## src/rtl/mac_requantizer.sv

```systemverilog
// mac_requantizer: ReLU, rounding shift and saturation of MAC results
// back to K-bit activations, through a two-stage valid/ready pipeline.
module mac_requantizer #(
  parameter int N         = 8,
  parameter int B         = 8,
  parameter int K         = 8,
  parameter int RES_WIDTH =
    $clog2(((2**K)-1)*((2**N)-1)+2**B),
  parameter int SHIFT_W   = 4,
  parameter int CNT_W     = 16
) (
  input  logic                 clk,
  input  logic                 rst_n,
  input  logic                 in_valid,
  output logic                 in_ready,
  input  logic [RES_WIDTH-1:0] in_data,
  input  logic [SHIFT_W-1:0]   shift,
  input  logic                 relu_en,
  output logic                 out_valid,
  input  logic                 out_ready,
  output logic [K-1:0]         out_data,
  output logic                 sat_flag,
  input  logic                 sat_clr,
  output logic [CNT_W-1:0]     sat_count
);

  // Two guard bits keep x + 2^(shift-1) exact up to shift = RES_WIDTH+1.
  localparam int XW = RES_WIDTH + 2;

  localparam logic signed [XW-1:0] QMAX =
    XW'((2**(K-1))-1);
  localparam logic signed [XW-1:0] QMIN =
    XW'(-(2**(K-1)));

  typedef struct packed {
    logic [RES_WIDTH-1:0] x;
    logic [SHIFT_W-1:0]   sh;
    logic                 relu;
  } s1_t;

  typedef struct packed {
    logic [K-1:0] q;
    logic         sat;
  } rq_t;

  s1_t  s1_q;
  logic s1_valid;
  logic s2_valid;
  logic s2_free;
  logic s1_take;
  logic sat_inc;
  rq_t  rq;

  logic signed [XW-1:0] r;
  logic signed [XW-1:0] rnd;
  logic signed [XW-1:0] y;

  assign s2_free   = !s2_valid || out_ready;
  assign in_ready  = !s1_valid || s2_free;
  assign s1_take   = in_valid && in_ready;
  assign out_valid = s2_valid;
  assign sat_inc   = s2_free && s1_valid && rq.sat;

  always_comb begin
    r = {{(XW-RES_WIDTH){s1_q.x[RES_WIDTH-1]}},
         s1_q.x};
    if (s1_q.relu && s1_q.x[RES_WIDTH-1]) begin
      r = '0;
    end
    rnd = '0;
    if (s1_q.sh != '0) begin
      rnd = XW'(1) << (s1_q.sh - SHIFT_W'(1));
    end
    y = (r + rnd) >>> s1_q.sh;
    // Past RES_WIDTH the rounded quotient is always exactly zero.
    if (int'(s1_q.sh) > RES_WIDTH) begin
      y = '0;
    end
    rq.q   = y[K-1:0];
    rq.sat = 1'b0;
    if (y > QMAX) begin
      rq.q   = QMAX[K-1:0];
      rq.sat = 1'b1;
    end else if (y < QMIN) begin
      rq.q   = QMIN[K-1:0];
      rq.sat = 1'b1;
    end
  end

  always_ff @(posedge clk or negedge rst_n) begin
    if (!rst_n) begin
      s1_valid <= 1'b0;
      s1_q     <= '0;
    end else if (s1_take) begin
      s1_valid <= 1'b1;
      s1_q     <= '{x: in_data,
                    sh: shift,
                    relu: relu_en};
    end else if (s2_free) begin
      s1_valid <= 1'b0;
    end
  end

  always_ff @(posedge clk or negedge rst_n) begin
    if (!rst_n) begin
      s2_valid <= 1'b0;
      out_data <= '0;
      sat_flag <= 1'b0;
    end else if (s2_free) begin
      s2_valid <= s1_valid;
      if (s1_valid) begin
        out_data <= rq.q;
        sat_flag <= rq.sat;
      end
    end
  end

  always_ff @(posedge clk or negedge rst_n) begin
    if (!rst_n) begin
      sat_count <= '0;
    end else if (sat_clr) begin
      sat_count <= '0;
    end else if (sat_inc && sat_count != '1) begin
      sat_count <= sat_count + CNT_W'(1);
    end
  end

endmodule

```

## config.mk

```make
export PLATFORM = sky130hd
export DESIGN_NAME = mac_requantizer
export DESIGN_NICKNAME = d
export VERILOG_FILES = /design/src/rtl/mac_requantizer.sv
export SDC_FILE = /design/constraint.sdc
export NUM_CORES = 1
export LEC_CHECK = 0
export CAP_MARGIN = 20
export CORE_MARGIN = 2
export CORE_UTILIZATION = 63
export CTS_BUF_LIST = sky130_fd_sc_hd__clkbuf_8
export DETAILED_ROUTE_END_ITERATION = 7
export PLACE_DENSITY = 0.95
export SYNTH_ARGS = -nofsm -noshare
export SYNTH_HDL_FRONTEND = slang
export SYNTH_SLANG_ARGS = --single-unit
export TNS_END_PERCENT = 100
```

## constraint.sdc

```tcl
create_clock -name clk -period 11.56 [get_ports clk]
set_clock_uncertainty 0.15 [all_clocks]
set_input_delay 1.156 -clock clk [delete_from_list [all_inputs] [get_ports clk]]
set_output_delay 1.156 -clock clk [all_outputs]
set_load 0.03 [all_outputs]
```

==> run_summary.xml <==
<?xml version="1.0" encoding="UTF-8"?>
<metrics>
  <group name="clock_network">
    <metric name="cts_post_setup_buffers_inserted" unit="">0</metric>
    <metric name="clk-insertion-delay-late" unit="ps">320</metric>
    <metric name="cts_tree" unit="">built</metric>
    <metric name="worst_setup_hold_path_clk_slew" unit="ps">100</metric>
    <metric name="post_cts.resized_instances" unit="">0</metric>
    <metric name="max_root_sink_buffers" unit="">2</metric>
    <metric name="cts_root_buf" unit="">sky130_fd_sc_hd__clkbuf_8</metric>
    <metric name="cts-hold-fix-buffers" unit="">0</metric>
    <metric name="cts_sinks" unit="">48</metric>
    <metric name="level_count_of_the_clock_h_tree" unit="">2</metric>
    <metric name="numCtsBuffers" unit="">5</metric>
  </group>
  <group name="synth">
    <metric name="synth_cell_types" unit="">82</metric>
    <metric name="synth-seq-area-share" unit="">0.278</metric>
    <metric name="synth_seq_cells" unit="">48</metric>
    <metric name="postSynthAreaPerCell" unit="µm²">9.00</metric>
    <metric name="synthCells" unit="">481</metric>
    <metric name="synthesis.nets" unit="">526</metric>
    <metric name="syn-cell-area" unit="µm²">4330</metric>
    <metric name="synth_async_sr_flop_share" unit="">1.00</metric>
    <metric name="synth_warnings" unit="">0</metric>
    <metric name="synth_enable_flop_cells" unit="">0</metric>
    <metric name="ys_dominant_reg_cell" unit="">sky130_fd_sc_hd__dfrtp_1</metric>
  </group>
  <group name="sta">
    <metric name="post_route_setup_tns" unit="ps">0</metric>
    <metric name="timing.final.crit_period" unit="ps">5800</metric>
    <metric name="finalSetupViolCount" unit="">0</metric>
    <metric name="worst-slew-pin-transition" unit="ps">955</metric>
    <metric name="clock.fmax" unit="MHz">173</metric>
    <metric name="grt_setup_unrepaired" unit="">no</metric>
    <metric name="timing_max_transition_violations_final" unit="">0</metric>
    <metric name="fin_hold_ws" unit="ps">354</metric>
    <metric name="max_slew_headroom" unit="">0.362</metric>
    <metric name="period_share" unit="">0.501</metric>
    <metric name="report.final.hold_viol_count" unit="">0</metric>
  </group>
  <group name="global_route">
    <metric name="grt_util_all_layers" unit="">0.308</metric>
    <metric name="grt_pass1_wl" unit="mm">18.5</metric>
    <metric name="grt_remaining_overflow" unit="">0</metric>
    <metric name="first_global_vias" unit="">3842</metric>
    <metric name="grt_antenna_before_repair" unit="">0</metric>
    <metric name="grt_start_max_net_pins" unit="">49</metric>
  </group>
  <group name="outcome">
    <metric name="outcome" unit="">finished clean</metric>
  </group>
  <group name="power">
    <metric name="worst_ir_drop_vdd" unit="mV">0.0937</metric>
    <metric name="power.density" unit="nW/µm²">157</metric>
    <metric name="power.total" unit="W">0.000777</metric>
    <metric name="leakage" unit="nW">1.99</metric>
  </group>
  <group name="routing">
    <metric name="route.detailed.wl_per_inst" unit="µm">19.0</metric>
    <metric name="wirelength" unit="mm">11.3</metric>
    <metric name="detailedRoute.firstIterationViolations" unit="">433</metric>
    <metric name="antenna_left" unit="">0</metric>
    <metric name="remaining_drc_errors" unit="">0</metric>
    <metric name="drt_first_pass_iters" unit="">5</metric>
    <metric name="detailroute.via_count" unit="">3976</metric>
    <metric name="vias_per_cell" unit="">6.68</metric>
  </group>
  <group name="floorplanning">
    <metric name="ios" unit="">53</metric>
    <metric name="start_util" unit="">0.644</metric>
    <metric name="chipWidth" unit="µm">86.9</metric>
    <metric name="floorplan.die_area" unit="µm²">7550</metric>
    <metric name="floorplan.rows" unit="">30</metric>
    <metric name="coreArea" unit="µm²">6720</metric>
    <metric name="dieHeight" unit="µm">86.9</metric>
  </group>
  <group name="placement">
    <metric name="dpl.hpwl" unit="mm">8.62</metric>
    <metric name="place.gp.congestion" unit="">0.984</metric>
    <metric name="buffer_ports.inserted" unit="">52</metric>
    <metric name="detailed_place.area" unit="µm²">4800</metric>
  </group>
  <group name="critical_path">
    <metric name="cp-start-kind" unit="">flop</metric>
    <metric name="worstPathMaxFanout" unit="">25</metric>
    <metric name="critical_path.endpoint_type" unit="">flop</metric>
    <metric name="worstSetupPathType" unit="">reg -&gt; reg</metric>
    <metric name="critPathArrivalTime" unit="ps">5850</metric>
    <metric name="crit_required" unit="ps">11610</metric>
  </group>
  <group name="layout">
    <metric name="n_antenna_cell" unit="">0</metric>
    <metric name="post_route_cells_drive_above_1_share" unit="">0.157</metric>
    <metric name="areaGrowthSynthToFinish" unit="%">14.6</metric>
    <metric name="nets" unit="">559</metric>
    <metric name="finish.instance_area" unit="µm²">4960</metric>
  </group>
  <group name="job">
    <metric name="max-cap-violations" unit="">0</metric>
  </group>
  <group name="min_path">
    <metric name="hold_path_class" unit="">reg -&gt; reg</metric>
  </group>
</metrics>
## synthesized netlist by cell type (8+ instances only)
cell type,count,share of area
sky130_fd_sc_hd__dfrtp_1,48,0.28
sky130_fd_sc_hd__o21ai_1,8,0.0093
sky130_fd_sc_hd__nand2_1,35,0.030
sky130_fd_sc_hd__inv_1,13,0.011
sky130_fd_sc_hd__and2_1,20,0.029
sky130_fd_sc_hd__ha_1,18,0.052
sky130_fd_sc_hd__a21oi_1,39,0.045
sky130_fd_sc_hd__nand3_1,15,0.017
sky130_fd_sc_hd__o31ai_1,8,0.014
sky130_fd_sc_hd__mux2i_1,13,0.030
sky130_fd_sc_hd__nand4_1,8,0.012
sky130_fd_sc_hd__nor2_1,51,0.044
sky130_fd_sc_hd__nand2b_1,10,0.014
sky130_fd_sc_hd__or4_1,8,0.014
sky130_fd_sc_hd__clkbuf_1,16,0.014
sky130_fd_sc_hd__o21ai_0,10,0.012
sky130_fd_sc_hd__mux2_2,25,0.065
sky130_fd_sc_hd__nor3_1,8,0.0093
## power breakdown
part           switching, W  internal [W]  leakage [nW]  total, W
clock network     0.0000620     0.0000871        0.0687  0.000149
logic              0.000243      0.000165          1.33  0.000408
registers         0.0000254      0.000194         0.591  0.000220
total              0.000330      0.000447          1.99  0.000777
## path summary, 6_finish.rpt
kind / slack (ps) / endpoint / from / depth (start not counted)
setup / recovery: 5760 / sat_count[13] / s1_q[2] / 18
hold / removal: 350 / s1_q[9] / s1_q[9] / 1
setup reg to reg: 5760 / sat_count[13] / s1_q[2] / 18
hold reg to reg: 350 / s1_q[9] / s1_q[9] / 1
max in group asynchronous: 10180 / s1_q[4] / rst_n / 2
min in group asynchronous: 580 / s1_q[18] / rst_n / 1
## sequential cells by signal, summed over array words and instances (netlist names)
| signal | count |
|---|---|
| out_data | 8 |
| sat_flag | 1 |
| s1_q | 21 |
| sat_count | 16 |
| s1_valid | 1 |
| out_valid | 1 |
## placed cells by master (no fill, tap or decap), types with 8 or more instances in the layout
master,n
sky130_fd_sc_hd__a21oi_1,39
sky130_fd_sc_hd__and2_1,20
sky130_fd_sc_hd__clkdlybuf4s50_1,51
sky130_fd_sc_hd__dfrtp_1,48
sky130_fd_sc_hd__ha_1,18
sky130_fd_sc_hd__inv_1,13
sky130_fd_sc_hd__mux2_2,25
sky130_fd_sc_hd__mux2i_1,13
sky130_fd_sc_hd__nand2_1,35
sky130_fd_sc_hd__nand2b_1,10
sky130_fd_sc_hd__nand3_1,15
sky130_fd_sc_hd__nand4_1,8
sky130_fd_sc_hd__nor2_1,51
sky130_fd_sc_hd__nor3_1,8
sky130_fd_sc_hd__o21ai_0,10
sky130_fd_sc_hd__o21ai_1,8
sky130_fd_sc_hd__o31ai_1,8
sky130_fd_sc_hd__or4_1,8
## logic make-up after synthesis
| logic type | share of synthesized area |
|---|---|
| and+or+nand+nor | 0.223 |
| AOI/OAI and AO/OA | 0.222 |
| muxes | 0.134 |
| DFF | 0.278 |
| buffers and inverters | 0.0463 |
| adders and majority gates | 0.0567 |
| xor gates and xnor gates | 0.0382 |
| other | 0.00174 |
## metal layers
layer	routed length [µm]	up-vias	GRT usage
met5	0	-	0
met4	244	0	0.0881
met3	841	31	0.0768
met2	5430	172	0.490
met1	4810	1931	0.417
li1	-	1842	-
## layout make-up
| cell class | count | area [µm²] |
|---|---|---|
| Sequential cell | 48 | 1200 |
| Fill cell | 458 | 1760 |
| Inverter | 14 | 52.6 |
| Multi-Input combinational cell | 391 | 2930 |
| Timing Repair Buffer | 54 | 543 |
| Clock buffer | 5 | 68.8 |
| Clock inverter | 3 | 68.8 |
| Tap cell | 80 | 100 |
## stage by stage
stage          cells   util  setup WS (ps)
2_1_floorplan    481      -           6860
3_3_place_gp     586  0.715           6140
3_5_place_dp     586  0.715           5920
4_1_cts          594  0.735           5880
5_1_grt          595  0.738           5440
6_report         595  0.738           5760
## critical path: stages (launching register included)
cell                       delay [ps]
sky130_fd_sc_hd__dfrtp_1          620
sky130_fd_sc_hd__inv_1            430
sky130_fd_sc_hd__nand2_1          300
sky130_fd_sc_hd__nor3_1           220
sky130_fd_sc_hd__ha_1             230
sky130_fd_sc_hd__inv_1             70
sky130_fd_sc_hd__fa_1             390
sky130_fd_sc_hd__nand2b_1         190
sky130_fd_sc_hd__a21oi_2          250
sky130_fd_sc_hd__o21a_1           210
sky130_fd_sc_hd__a21oi_1           90
sky130_fd_sc_hd__xnor2_1          210
sky130_fd_sc_hd__a22oi_1          320
sky130_fd_sc_hd__nand3_2          150
sky130_fd_sc_hd__o41ai_4          400
sky130_fd_sc_hd__a31oi_4          150
sky130_fd_sc_hd__a211oi_4         820
sky130_fd_sc_hd__nor3_2           140
sky130_fd_sc_hd__mux2_4           330
(Power assumes the default switching activity.)
